File: src/rtl/ser_tx_pkg.sv
// rtl/ser_tx_pkg.sv - shared types and helpers for the serializer TX arbiter
package ser_tx_pkg;

    // Arbiter sequencing states
    typedef enum logic [1:0] {
        IDLE      = 2'd0,
        ISSUE     = 2'd1,
        WAIT_BUSY = 2'd2,
        WAIT_DONE = 2'd3
    } state_t;

    // Parallel width of the shared serializer
    localparam int DATA_W_DEF = 6;

    // Width of an index into n requesters (at least one bit)
    function automatic int id_w(input int n);
        return (n > 1) ? $clog2(n) : 1;
    endfunction

endpackage

File: src/rtl/rr_pick.sv
// rtl/rr_pick.sv - combinational round-robin priority picker
//   req   : request vector
//   ptr   : highest-priority position; scan runs upward from here with wrap
//   grant : one-hot winner (zero when no request)
//   idx   : winner index
//   any   : at least one request present
module rr_pick
    import ser_tx_pkg::*;
#(
    parameter int N = 4,
    localparam int IW = id_w(N)
) (
    input  logic [N-1:0]  req,
    input  logic [IW-1:0] ptr,
    output logic [N-1:0]  grant,
    output logic [IW-1:0] idx,
    output logic          any
);

    int pos;

    always_comb begin
        grant = '0;
        idx   = '0;
        any   = 1'b0;
        pos   = 0;
        for (int i = 0; i < N; i++) begin
            pos = int'(ptr) + i;
            if (pos >= N) begin
                pos = pos - N;
            end
            // First hit wins; later hits are ignored so grant stays one-hot
            if (!any && req[pos]) begin
                any        = 1'b1;
                idx        = IW'(pos);
                grant[pos] = 1'b1;
            end
        end
    end

endmodule

File: src/rtl/ser_tx_arbiter.sv
// rtl/ser_tx_arbiter.sv - round-robin sequencer sharing one serializer among N_REQ requesters
//   clk_i, rst_i : clock, synchronous active-high reset
//   req_i        : request levels, held until acked
//   req_data_i   : packed words, requester k at [k*DATA_W +: DATA_W]
//   req_ack_o    : one-hot single-cycle take pulse
//   ser_data_o   : word to the serializer (holds last word)
//   ser_val_o    : single-cycle load pulse to the serializer
//   ser_busy_i   : serializer busy flag
//   done_o       : single-cycle completion pulse
//   done_id_o    : requester of the last completion, held
//   err_tmo_o    : sticky busy-never-rose flag
//   idle_o       : high in IDLE
module ser_tx_arbiter
    import ser_tx_pkg::*;
#(
    parameter int N_REQ    = 4,
    parameter int DATA_W   = DATA_W_DEF,
    parameter int BUSY_TMO = 3,
    localparam int IDW = id_w(N_REQ)
) (
    input  logic                    clk_i,
    input  logic                    rst_i,
    input  logic [N_REQ-1:0]        req_i,
    input  logic [N_REQ*DATA_W-1:0] req_data_i,
    output logic [N_REQ-1:0]        req_ack_o,
    output logic [DATA_W-1:0]       ser_data_o,
    output logic                    ser_val_o,
    input  logic                    ser_busy_i,
    output logic                    done_o,
    output logic [IDW-1:0]          done_id_o,
    output logic                    err_tmo_o,
    output logic                    idle_o
);

    localparam logic [IDW-1:0] LAST_ID = IDW'(N_REQ - 1);
    localparam logic [3:0]     TMO_LIM = 4'(BUSY_TMO);

    state_t              state_q, state_d;
    logic [IDW-1:0]      rr_ptr_q, rr_ptr_d;
    logic [IDW-1:0]      gid_q, gid_d;
    logic [3:0]          tmo_q, tmo_d;
    logic [N_REQ-1:0]    ack_q, ack_d;
    logic [DATA_W-1:0]   sdata_q, sdata_d;
    logic                val_q, val_d;
    logic                done_q, done_d;
    logic [IDW-1:0]      did_q, did_d;
    logic                err_q, err_d;

    logic [N_REQ-1:0]    pick_grant;
    logic [IDW-1:0]      pick_idx;
    logic                pick_any;
    logic [3:0]          tmo_inc;

    // Masking with the current ack keeps a stale request from being granted twice
    rr_pick #(.N(N_REQ)) u_pick (
        .req   (req_i & ~ack_q),
        .ptr   (rr_ptr_q),
        .grant (pick_grant),
        .idx   (pick_idx),
        .any   (pick_any)
    );

    assign tmo_inc = tmo_q + 4'd1;

    always_ff @(posedge clk_i) begin
        if (rst_i) begin
            state_q  <= IDLE;
            rr_ptr_q <= '0;
            gid_q    <= '0;
            tmo_q    <= '0;
            ack_q    <= '0;
            sdata_q  <= '0;
            val_q    <= 1'b0;
            done_q   <= 1'b0;
            did_q    <= '0;
            err_q    <= 1'b0;
        end else begin
            state_q  <= state_d;
            rr_ptr_q <= rr_ptr_d;
            gid_q    <= gid_d;
            tmo_q    <= tmo_d;
            ack_q    <= ack_d;
            sdata_q  <= sdata_d;
            val_q    <= val_d;
            done_q   <= done_d;
            did_q    <= did_d;
            err_q    <= err_d;
        end
    end

    always_comb begin
        state_d  = state_q;
        rr_ptr_d = rr_ptr_q;
        gid_d    = gid_q;
        tmo_d    = tmo_q;
        ack_d    = '0;
        sdata_d  = sdata_q;
        val_d    = 1'b0;
        done_d   = 1'b0;
        did_d    = did_q;
        err_d    = err_q;

        case (state_q)
            IDLE: begin
                // A busy serializer is still owned elsewhere; hold off granting
                if (pick_any && !ser_busy_i) begin
                    ack_d    = pick_grant;
                    sdata_d  = req_data_i[pick_idx*DATA_W +: DATA_W];
                    val_d    = 1'b1;
                    gid_d    = pick_idx;
                    rr_ptr_d = (pick_idx == LAST_ID) ? '0 : pick_idx + IDW'(1);
                    state_d  = ISSUE;
                end
            end
            ISSUE: begin
                tmo_d   = '0;
                state_d = WAIT_BUSY;
            end
            WAIT_BUSY: begin
                if (ser_busy_i) begin
                    state_d = WAIT_DONE;
                end else begin
                    tmo_d = tmo_inc;
                    if (tmo_inc == TMO_LIM) begin
                        err_d   = 1'b1;
                        done_d  = 1'b1;
                        did_d   = gid_q;
                        state_d = IDLE;
                    end
                end
            end
            WAIT_DONE: begin
                if (!ser_busy_i) begin
                    done_d  = 1'b1;
                    did_d   = gid_q;
                    state_d = IDLE;
                end
            end
            default: state_d = IDLE;
        endcase
    end

    assign req_ack_o  = ack_q;
    assign ser_data_o = sdata_q;
    assign ser_val_o  = val_q;
    assign done_o     = done_q;
    assign done_id_o  = did_q;
    assign err_tmo_o  = err_q;
    assign idle_o     = (state_q == IDLE);

endmodule

File: config.mk
export PLATFORM = sky130hd
export DESIGN_NAME = ser_tx_arbiter
export DESIGN_NICKNAME = d
export VERILOG_FILES = /design/src/rtl/ser_tx_pkg.sv /design/src/rtl/rr_pick.sv /design/src/rtl/ser_tx_arbiter.sv
export SDC_FILE = /design/constraint.sdc
export NUM_CORES = 1
export LEC_CHECK = 0
export BUFFER_PORTS_ARGS = -buffer_cell sky130_fd_sc_hd__buf_2
export CAP_MARGIN = 20
export CORE_MARGIN = 3
export CORE_UTILIZATION = 47
export CTS_CLUSTER_SIZE = 28
export DETAILED_ROUTE_END_ITERATION = 8
export HOLD_SLACK_MARGIN = 0.02
export PLACE_DENSITY = 0.71
export SYNTH_ARGS = -nofsm -noshare
export SYNTH_HDL_FRONTEND = slang
export SYNTH_SLANG_ARGS = --single-unit
File: constraint.sdc
create_clock -name clk_i -period 2.6 [get_ports clk_i]
set_input_delay 0 -clock clk_i [delete_from_list [all_inputs] [get_ports clk_i]]
set_output_delay 0 -clock clk_i [all_outputs]
set_load 0.03 [all_outputs]
Yosys cells after proc, flatten, opt, wreduce, memory -nomap -nowiden --
Index checks and enable logic that the tools add are counted.
Word-level totals: bits in read-only memories 0, word-level logic and storage cells 126, bits in latches 0, output and inout port bits 16, input port bits 31, memories 0, bits in writable memories 0, flip-flop bits (word level) 25
Operators by class: reductions and logical operators 22, multiplexer cells 53, add/subtract/negate cells 9, bitwise operators 8, equality and inequality tests 10, $lt $le $gt $ge 12, multipliers 1, divide/modulo/power cells 0, shift operators 1
Operators by type and width (count):
- 32-bit by 1-bit greater-or-equal comparator with 1-bit output (second input constant) | 4
- 32-bit by 4-bit less-than comparator with 1-bit output (second input constant) | 4
- 32-bit 2-to-1 mux | 4
- 32-bit by 4-bit greater-or-equal comparator with 1-bit output (second input constant) | 3
- 32-bit by 4-bit subtractor with 32-bit output (second input constant) | 3
- 2-bit 2-to-1 mux | 12
- 24-bit by 6-bit indexed part select with 6-bit output | 1
- 1-bit 2-to-1 mux | 20
- 4-bit 2-to-1 mux | 5
- 4-bit OR | 3
- 1-bit binary-select mux with 2-bit select | 4
- 1-bit demux with 2-bit select | 4
- 1-bit logical AND | 8
- 2-bit case mux with 4 select lines | 1
- 4-bit case mux with 2 select lines | 1
- 2-bit by 2-bit adder with 3-bit output (second input constant) | 2
- 2-bit == test (second input constant) | 3
- 2-bit != test (second input constant) | 3
- 3-bit AND reduction | 2
- 4-bit by 1-bit adder with 4-bit output (second input constant) | 1
- 4-bit bitwise AND | 1
- 4-bit by 2-bit == test with 1-bit output (second input constant) | 1
- 1-bit zero test | 4
- 2-bit by 2-bit multiplier with 4-bit output (second input constant) | 1
- 17 further kinds | 21

Logic depth before layout (Yosys ltp) --
depth after elaboration 18, gate-level depth with buffers 12, mapped depth without buffers 9

By module --
Synthesis repeated with hierarchy kept, for this count alone.
Unflattened totals: cell total of the unflattened synthesis 178, area, all modules 1647.8 µm²
By module, submodules not included:
- ser_tx_arbiter | instances 1, sequential area each 500.5 µm², cells each 130, area each 1187.4 µm²
- rr_pick | instances 1, sequential area each 0.0 µm², cells each 48, area each 460.4 µm²

Least setup slack after synthesis --
OpenSTA, ideal clock, no wires.
kind reg-to-reg, from register rr_ptr_q[0], to register sdata_q[1], in the netlist ser_data_o[1], data arrival time 2.404 ns, stages on the path, launching flop included 12, path slack 0.064 ns, required time 2.468 ns, period minus slack after synthesis 2.536 ns, library setup time 0.132 ns, path buffers 3, cells stage by stage dfxtp_1 > inv_2 > buf_2 > ha_1 > clkbuf_1 > nor3b_1 > or4_1 > nand3_1 > nor2_1 > buf_2 > nand3_1 > o2111ai_1
Between the ends: longest elaborated chain between the ends 17, elaborated cells on any way between the ends 45, those cells by class add/sub: 7; mul: 1; order compare: 4; shift: 1; mux: 24; reduce/logical: 8
RTL lines:
- from (decl) | line ser_tx_arbiter.sv:39 | logic [IDW-1:0] rr_ptr_q, rr_ptr_d;
- from (signal assigned) | line ser_tx_arbiter.sv:79 | rr_ptr_q <= rr_ptr_d;
- branches (longest 17 deep; another with 32-bit by 4-bit subtractor with 32-bit output)
- to (signal assigned) | line ser_tx_arbiter.sv:83 | sdata_q <= sdata_d;
- to (decl) | line ser_tx_arbiter.sv:43 | logic [DATA_W-1:0] sdata_q, sdata_d;
Several ways; the timed one is not identified. The select of a mux whose other input is x is not followed. A chain may end at the register's enable or synchronous reset.

Final worst setup path --
from register rr_ptr_q[1], to register rr_ptr_q[1]
Between the ends: longest elaborated chain between the ends 17, elaborated cells on any way between the ends 46, those cells by class add/sub: 8; order compare: 4; eq/ne: 1; mux: 25; reduce/logical: 8
RTL lines:
- branches (longest 17 deep; another with 32-bit by 4-bit subtractor with 32-bit output)
Several ways; the timed one is not identified. The select of a mux whose other input is x is not followed.

==> summary.txt <==
Yosys
  – Share of the synthesized area in the top cell type: 28.6%
  – Synthesis-stage register bit count: 25
  – Count of flip-flops with a built-in enable after synthesis: 0
  – Distinct cell type count of the synthesized netlist: 49
  – Post-synthesis area per instance: ~8 um^2
  – Yosys warns: 0
  – Seq/Total Area, Yosys: 28.6%
  – Post-synth ARST share: 0%
  – Post-Synthesis Cell Area: 1750 um^2
  – Top cells by area in the synthesized netlist: dfxtp_1, ha_1, mux2i_1, nor2_1, nand2_1
  – Post-synth top flop: dfxtp_1
  – Dominant cell type by area after synthesis: dfxtp_1
  – Nets in the synthesized netlist: 254
  – Cell count after synthesis: around 210

Drt
  – DRC errors left: 0
  – Via count: 1766
  – Violation count after the first detailed-routing iteration: 117
  – 1st-pass router iterations: 4
  – Average detailed-routed wire length per instance: 14.5 um
  – Via density: between 5 and 6
  – Remaining number of nets flagged by the antenna check after routing: 0
  – Wire length after detailed routing: 4540 um

GRT
  – Largest net degree at the start of global routing: 18
  – Initial antenna violation count: 0
  – Wire length of the first global-routing pass: ~7400 um
  – Via count of the first global-routing pass: 1642
  – GR Overflow Total: 0
  – All-Layer GR Usage: 21.3%

Power and ir drop
  – Clock network power share: between 10% and 20%
  – Peak ir drop on the vdd network: approximately 0.0007 V
  – Switching Share: 44.6%
  – Cell internal pwr: a little under 1000 uW
  – Pwr Density: 818 nW/um^2
  – Static power due to leakage: around 0.00094 uW
  – Register share of total power: ~28%
  – Part of the total power dissipated in combinational logic: 58.9%
  – Power spent charging and discharging nets: 795 uW

Floorplan
  – Number of top-level design ports: 47
  – Starting density of the core: 50.4%
  – Height of the die: ~67 um
  – Die Span X: 67.0 um
  – Core area: 3470 um^2
  – Area enclosed by the die boundary: 4490 um^2
  – Site Rows: 21

Final layout
  – Area of all placed cells without fillers: approximately 2200 um^2
  – # fillers: 314
  – Multi-input gate area: ~1200 um^2
  – Antenna diode instance count: 0
  – Final net count: 310
  – Number of standard cells in the final layout excluding fillers: 314
  – Layout overhead on the synthesized area: 24.7%
  – Area used by sequential logic in the layout: 500 um^2
  – Share of layout cells above drive strength 1: 26.5%

Critical path
  – Kind of capture point of the worst setup path: flop
  – Slowest stage cell on the critical path: ha_1
  – Max Fanout on Critical Path: 10
  – Startpoint kind of the worst setup timing path: flop
  – Kind of cell adding the most delay to the critical path: compound AO/OA/AOI/OAI gates
  – CP required: 2.76 ns
  – Worst path cell trace: inv_1 -> ha_1 -> and3_1 -> o2111ai_1 -> nand3_1 -> o31ai_2 -> buf_4 -> nor2_1 -> a221o_1
  – Arrival time worst endpoint: 2.57 ns
  – Bufs and invs on worst path: 2
  – Register-to-register setup slack: 0.19 ns
  – Maximum single-stage delay on the critical path: 0.40 ns
  – Classification of the worst setup path: flop to flop

Run
  – Reported max-cap violation count: 0

Timing
  – Worst slew margin: 63.1%
  – Final count of pins violating max slew: 0
  – Count of final hold-check violations: 0
  – Unrepaired setup endpoints after global routing: false
  – Clock skew after layout: between 0.002 and 0.0025 ns
  – Fin worst setup slack: around 0.19 ns
  – Achievable clock frequency: 0.415 GHz
  – Worst Max-Slew Pin Slew: roughly 0.55 ns
  – Final hold slack: 0.0327 ns
  – Fin crit share: between 90 and 100%
  – Post-route minimum period: roughly 2.4 ns
  – Total setup violations reported at the end of the flow: 0
  – Setup TNS: 0 ns

Clock tree
  – Total CTS buffers: 3
  – H-tree level count: 1
  – Later-pin clock latency in the skew report: around 0.27 ns
  – CTS Root Buffer Type: clkbuf_8
  – Deepest clock path buffer count: 2
  – Register clock-pin slew on the reported worst setup and hold paths: 0.09 ns
  – Clock net sink count: 25
  – Clock tree from TritonCTS: built

Place
  – Worst setup timing slack at the placement stage: 0.228 ns
  – Final estimated routing congestion in global placement: 0.820
  – Detailed-placement wirelength estimate: 3230 um
  – Area post-placement: 2040 um^2
  – Cells after DPL: about 300
  – Number of I/O port buffers: 46

Status
  – Result of the run: completed

Min path
  – Type of the tightest min-delay check: input port to flop
==> worst reg2reg max path, delay by kind of cell, from the launching register on <==
family / cells / cell delay [ns]
adder cells (fa/ha/maj): 1 / 0.40
AO/OA/AOI/OAI: 3 / 0.83
buffers and inverters: 2 / 0.33
AND/OR/NAND/NOR: 3 / 0.40
flip-flops: 1 / 0.34
==> layout by cell type (no fill, tap or decap), types with 6 or more instances in the layout <==
master	n
ha_1	10
nand3_1	12
buf_2	46
buf_4	10
a21oi_1	10
dfxtp_1	25
o22ai_1	6
dlygate4sd3_1	9
nor2_1	24
mux2i_1	12
nand2_1	18
==> synth_stat cells, types with 2 or more instances <==
library cell and instances:
dfxtp_1 25, nor2_1 24, nand2_1 18, mux2i_1 12, nand3_1 12, a21oi_1 10, ha_1 10, o22ai_1 6
a211o_1 5, a31oi_1 5, buf_2 5, clkbuf_1 5, inv_1 5, nor2b_1 5, nor3b_1 5, a222oi_1 4
o2111ai_1 4, or2_1 4, buf_4 3, nand2b_1 3, nand3b_1 3, nor3_1 3, o21ai_0 3, and3_1 2
inv_2 2, mux4_2 2, nand4_1 2, o21bai_1 2, or2_2 2, or4_1 2, xnor2_1 2
==> layer usage <==
metal	GRT usage [%]	wire length [um]	vias to the layer above
li1	-	-	885
met1	26.9	2040	803
met2	36.6	2130	72
met3	4.55	306	6
met4	4.81	58	0
met5	0	0	-
==> final timing paths <==
| path | from | to | depth (start not counted) |
|---|---|---|---|
| min reg2reg | ser_data_o[5]$_SDFFE_PP0P_ | ser_data_o[5]$_SDFFE_PP0P_ | 2 |
| max reg2reg | rr_ptr_q[1]$_SDFFE_PP0P_ | rr_ptr_q[1]$_SDFFE_PP0P_ | 9 |
| min | req_data_i[19] | ser_data_o[1]$_SDFFE_PP0P_ | 3 |
| max | rr_ptr_q[1]$_SDFFE_PP0P_ | rr_ptr_q[1]$_SDFFE_PP0P_ | 9 |
==> power by group through the flow <==
stage	Clock [uW]	Sequential (uW)	Combinational [uW]
2_1_floorplan	0	594	656
3_3_place_gp	0	500	1010
3_5_place_dp	0	501	1010
4_1_cts	246	493	1030
5_1_grt	261	500	1140
6_report	239	494	1050
==> what timing repair did <==
| item | CTS | global route |
|---|---|---|
| hold buffers | 9 | 0 |
| setup buffers | 0 | 0 |
| gates resized for setup | 0 | 0 |
| endpoints found under the hold margin | 5 | 0 |
==> through the flow <==
stage,power [uW],util [%]
floorplan,1250,-
global placement,1510,58.8
detailed placement,1510,58.8
CTS,1770,62.8
global route,1900,62.8
finish,1780,62.8
==> final cells by class <==
class	count	area share (%)
multi-input cells	167	52.8
clock inverters	1	0.344
well taps	46	2.64
inverters	7	1.21
clock buffers	3	1.89
flip-flops and latches	25	23.0
repair buffers	65	18.1
==> registers in the layout, indices dropped and copies added (netlist names) <==
name,count
done_id_o,2
done_o,1
err_tmo_o,1
gid_q,2
req_ack_o,4
rr_ptr_q,2
ser_data_o,6
ser_val_o,1
state_q,2
tmo_q,4
==> kinds of logic (layout without fill, tap and decap cells) <==
group	Yosys count	count (layout)	synth area share, %
multiplexers	15	15	10.2
XOR/XNOR	3	3	1.50
AND/OR/NAND/NOR	91	91	27.0
flip-flops	25	25	28.6
adder cells (fa/ha/maj)	10	10	7.16
buffers and inverters	21	76	5.51
AO/OA/AOI/OAI	48	48	20.0
(Power assumes the default switching activity.)
